### config.mk
export PLATFORM = sky130hd
export DESIGN_NAME = ram64_array
export DESIGN_NICKNAME = d
export VERILOG_FILES = /design/src/rtl/ram64_array.sv
export SDC_FILE = /design/constraint.sdc
export NUM_CORES = 2
export LEC_CHECK = 0
export ABC_CLOCK_PERIOD_IN_PS = 37900
export BUFFER_PORTS_ARGS = -buffer_cell sky130_fd_sc_hd__buf_2
export CAP_MARGIN = 10
export CORE_MARGIN = 2
export CORE_UTILIZATION = 30
export DETAILED_ROUTE_END_ITERATION = 6
export GPL_TIMING_DRIVEN = 0
export PLACE_DENSITY = 0.42
export SYNTH_ARGS = -nofsm -noshare
export SYNTH_HDL_FRONTEND = slang
export SYNTH_SLANG_ARGS = --single-unit
### constraint.sdc
create_clock -name clk -period 37.9 [get_ports clk]
set_clock_uncertainty 0.05 [all_clocks]
set_input_delay 0 -clock clk [delete_from_list [all_inputs] [get_ports clk]]
set_output_delay 0 -clock clk [all_outputs]
set_load 0.1 [all_outputs]
### src/rtl/ram64_array.sv
// ram64_array: 64-word x 16-bit data memory built from 8 banks of 8 words.
// One synchronous write port and one combinational read port share a single
// address. address[5:3] picks the bank and address[2:0] picks the word inside
// it. An asynchronous active-high reset clears every word.
module ram64_array #(
    parameter int WIDTH  = 16,
    parameter int ADDR_W = 6
) (
    input  logic              clk,
    input  logic              reset,
    input  logic [WIDTH-1:0]  in,
    input  logic              load,
    input  logic [ADDR_W-1:0] address,
    output logic [WIDTH-1:0]  out
);

    localparam int BANK_W = 3;
    localparam int WORD_W = ADDR_W - BANK_W;
    localparam int NBANK  = 2 ** BANK_W;
    localparam int NWORD  = 2 ** WORD_W;

    logic [BANK_W-1:0] bank_sel;
    logic [WORD_W-1:0] word_sel;
    logic [NBANK-1:0]  bank_we;
    logic [WIDTH-1:0]  bank_rd [NBANK];

    assign bank_sel = address[ADDR_W-1:WORD_W];
    assign word_sel = address[WORD_W-1:0];

    // Bank decode: at most one bank sees a write enable, and only while load is high.
    always_comb begin
        bank_we = '0;
        if (load) begin
            bank_we[bank_sel] = 1'b1;
        end
    end

    for (genvar b = 0; b < NBANK; b++) begin : g_bank
        logic [WIDTH-1:0] mem_q [NWORD];
        logic [WIDTH-1:0] mem_d [NWORD];

        // Next-state: every word holds, except the addressed word of an enabled bank.
        always_comb begin
            for (int w = 0; w < NWORD; w++) begin
                mem_d[w] = mem_q[w];
            end
            if (bank_we[b]) begin
                mem_d[word_sel] = in;
            end
        end

        // Storage: reset clears the whole bank at once and wins over a same-edge write.
        always_ff @(posedge clk or posedge reset) begin
            if (reset) begin
                for (int w = 0; w < NWORD; w++) begin
                    mem_q[w] <= '0;
                end
            end else begin
                for (int w = 0; w < NWORD; w++) begin
                    mem_q[w] <= mem_d[w];
                end
            end
        end

        // Word mux inside the bank; purely combinational so reads have no latency.
        assign bank_rd[b] = mem_q[word_sel];
    end

    // Bank mux selects the final read data from the addressed bank.
    assign out = bank_rd[bank_sel];

endmodule

==> impl_metrics.env <==
export IMPL_placed_area_mm2=0.0504
export IMPL_slowest_stage="buf_2"
export IMPL_intPower_mw=2.07
export IMPL_wl_per_cell_um=41.6
export IMPL_final_common_cell="mux2_2"
export IMPL_ir_worst_vdd_mv=0.0390
export IMPL_crit_path_cell_trace="buf_2 -> buf_6 -> buf_6 -> buf_2 -> buf_2 -> buf_2 -> buf_2 -> o221ai_1 -> a32oi_1 -> nand3_1 -> buf_2"
export IMPL_coreArea_mm2=0.156
export IMPL_crit_top_cell="buf_2"
export IMPL_critPathTopFamily="buffers and inverters"
export IMPL_grt_max_degree=112
export IMPL_cts_buffers=119
export IMPL_largest_reg_flops=1024
export IMPL_ios=41
export IMPL_grt_use_total=0.301
export IMPL_cts_sinks=1024
export IMPL_startpoint="address[2]"
export IMPL_first_pass_iters=6
export IMPL_syn_area_mm2=0.0470
export IMPL_yosysWarnings=0
export IMPL_drt_iter0_markers=4157
export IMPL_outcome="finished with violations"
export IMPL_timing_final_crit_share=0.150
export IMPL_synthSimpleGateAreaFrac=0.0277
export IMPL_rsz0062_at_grt="false"
export IMPL_post_synth_cell_area_avg_um2=13.6
export IMPL_synth_fp_nets=3480
export IMPL_max_slew_worst_pin_slew_ps=1520
export IMPL_maxCapViolations=1
export IMPL_fin_area_mm2=0.0544
export IMPL_p_total_mw=2.92
export IMPL_yosys_area_share_xor_xnor=0
export IMPL_yosys_most_used_dff="dfrtp_1"
export IMPL_hold_viol=0
export IMPL_antenna_found_initial=31
export IMPL_drive_above_1_share=0.426
export IMPL_synth_cells=3455
export IMPL_seq_area_frac_synth=0.545
export IMPL_min_path_type="in2reg"
export IMPL_grt_pass1_wl_mm=320
export IMPL_dr_total_vias=34269
export IMPL_largest_register="g_bank.mem_q"
export IMPL_cts_buffer_depth=3
export IMPL_synth_async_sr_flop_share=1.00
export IMPL_htree_num_levels=3
export IMPL_num_rows=145
export IMPL_reg_top3="g_bank.mem_q (1024)"
export IMPL_synth_adder_area_share=0
export IMPL_synth_compound_area_frac=0.0775
export IMPL_period_minus_slack_ps=5690
export IMPL_cts_root_buffer="clkbuf_16"
export IMPL_die_y_um=400
export IMPL_initial_utilization=0.302
export IMPL_cts_setup_buffers=0
export IMPL_grt_pass1_vias=33971
export IMPL_rr_startpoint="g_bank[3].mem_q[17]"
export IMPL_mostFrequentLayoutCells="1118 x mux2_2, 1024 x dfrtp_1, 165 x clkbuf_1"
export IMPL_antenna_left=0
export IMPL_max_clock_freq_mhz=176
export IMPL_power_frac_comb=0.150
export IMPL_syn_to_final_growth_pct=15.6
export IMPL_nNetsFinal=3669
export IMPL_crit_buf_inv=8
export IMPL_setup_violations_final=0
export IMPL_port_buffers=22
export IMPL_clkTransAtPathRegs_ps=60
export IMPL_criticalPathCategory="in2out"
export IMPL_slew_headroom=-0.0153
export IMPL_gp_congestion=0.927
export IMPL_holdWs_ps=42.3
export IMPL_vias_per_cell=5.90
export IMPL_end_kind="output port"
export IMPL_power_frac_clock=0.399
export IMPL_cp_data_required_time_ps=37850
export IMPL_max_stage_delay_ps=810
export IMPL_dieArea_mm2=0.160
export IMPL_routed_wl_mm=241
export IMPL_arrival_ps=5640
export IMPL_path_max_fanout=11
export IMPL_grt_overflow_total=0
export IMPL_chipWidth_um=400
export IMPL_hpwl_mm=162
export IMPL_fillers=15265
export IMPL_synth_top_family_by_area="multiplexers"
export IMPL_ys_ff_latch=1024
export IMPL_cts_resized=0
export IMPL_seq_power_share=0.450
export IMPL_synth_edf_count=0
export IMPL_powerDensity_mw_per_mm2=53.7
export IMPL_worstHoldStart="in[13]"
export IMPL_synth_mux_area_frac=0.315
export IMPL_p_leak_nw=24.9
export IMPL_fin_util=0.349
export IMPL_violations="capacitance limit, slew limit"
export IMPL_sw_frac_of_total=0.290
export IMPL_maxSlewViolCount=8
export IMPL_start_kind="primary input"
export IMPL_cts_tree="yes"
export IMPL_insertion_delay_ps=760
export IMPL_p_sw_mw=0.846
export IMPL_drcViolationCount=0
export IMPL_synth_cell_types=63
## cell type report
class / count / area, um^2 / area share
plain buffers: 334 / 1620 / 0.0299
multi-input cells: 2092 / 19800 / 0.364
flip-flops and latches: 1024 / 25600 / 0.471
clock buffers: 175 / 3450 / 0.0634
well taps: 2058 / 2570 / 0.0474
diodes: 12 / 30.0 / 0.000552
repair buffers: 68 / 877 / 0.0161
clock inverters: 39 / 372 / 0.00684
inverters: 5 / 26.3 / 0.000483
## metrics by stage
stage / setup TNS (ps) / setup slack [ps] / std cells
global placement: -6272870 / -6340 / 5535
detailed placement: 0 / 32370 / 5571
CTS: 0 / 32370 / 5795
global route: 0 / 32480 / 5796
floorplan: 0 / 9030 / 3455
finish: 0 / 32210 / 5807
## synthesized netlist by cell type, types with 2 or more instances
cell	count	area share
mux2_2	1118	0.27
dfrtp_1	1024	0.55
clkbuf_1	156	0.012
nor2_1	128	0.010
mux2i_1	123	0.026
a221oi_1	121	0.023
buf_2	110	0.012
a21oi_1	102	0.011
nand2_1	95	0.0076
o21ai_0	73	0.0078
a22oi_1	51	0.0081
mux4_2	43	0.021
buf_4	30	0.0048
o221ai_1	30	0.0056
nand3_1	29	0.0031
buf_1	27	0.0022
a211oi_1	18	0.0029
a221o_1	16	0.0034
o211ai_1	15	0.0024
a22o_1	12	0.0022
a31oi_1	11	0.0015
buf_6	10	0.0024
o2bb2ai_1	10	0.0019
nand2b_1	8	0.0011
o22ai_1	8	0.0011
nor2b_1	7	0.00093
nor3_1	7	0.00075
a2111oi_0	6	0.0011
nand4_1	6	0.00080
o2111ai_1	6	0.0011
inv_1	5	0.00040
and2_0	4	0.00053
and3_1	4	0.00053
o311ai_0	4	0.00075
or4_1	4	0.00064
a311oi_1	3	0.00056
a211o_1	2	0.00037
a32oi_1	2	0.00037
o22a_1	2	0.00037
or2_2	2	0.00027
## per-layer routing
layer | up-vias | routed length (um) | track usage
met3 | 548 | 19100 | 0.0693
met2 | 1773 | 105000 | 0.454
met5 | - | 108 | 0
met4 | 12 | 14300 | 0.151
li1 | 13211 | - | -
met1 | 18725 | 103000 | 0.404
## final timing paths
path	cells past startpoint	endpoint	slack, ps
max	11	out[7]	32210
min	2	g_bank[7].mem_q[109]	40
max reg2reg	1	g_bank[3].mem_q[17]	37000
min reg2reg	1	g_bank[0].mem_q[96]	450
max in group asynchronous	7	g_bank[5].mem_q[36]	35240
min in group asynchronous	4	g_bank[7].mem_q[123]	510
## cells by family (layout without fill, tap and decap cells)
| logic type | count (synthesis) | in the layout |
|---|---|---|
| AOI/OAI and AO/OA | 504 | 504 |
| buffers and inverters | 339 | 621 |
| DFF | 1024 | 1024 |
| muxes | 1286 | 1286 |
| other | 0 | 12 |
| and+or+nand+nor | 302 | 302 |
## power by group through the flow
stage               logic [mW]  registers [mW]  clock network [mW]
finish                   0.439            1.31                1.17
global route             0.457            1.33                1.22
CTS                      0.434            1.31                1.18
floorplan                0.275            1.31                   0
global placement         0.420            1.33                   0
detailed placement       0.432            1.33                   0
## timing repair
action	in CTS	in global routing
endpoints found under the setup margin	0	0
endpoints found under the hold margin	339	0
hold buffers	10	0
Power figures use the tool's default switching activity.
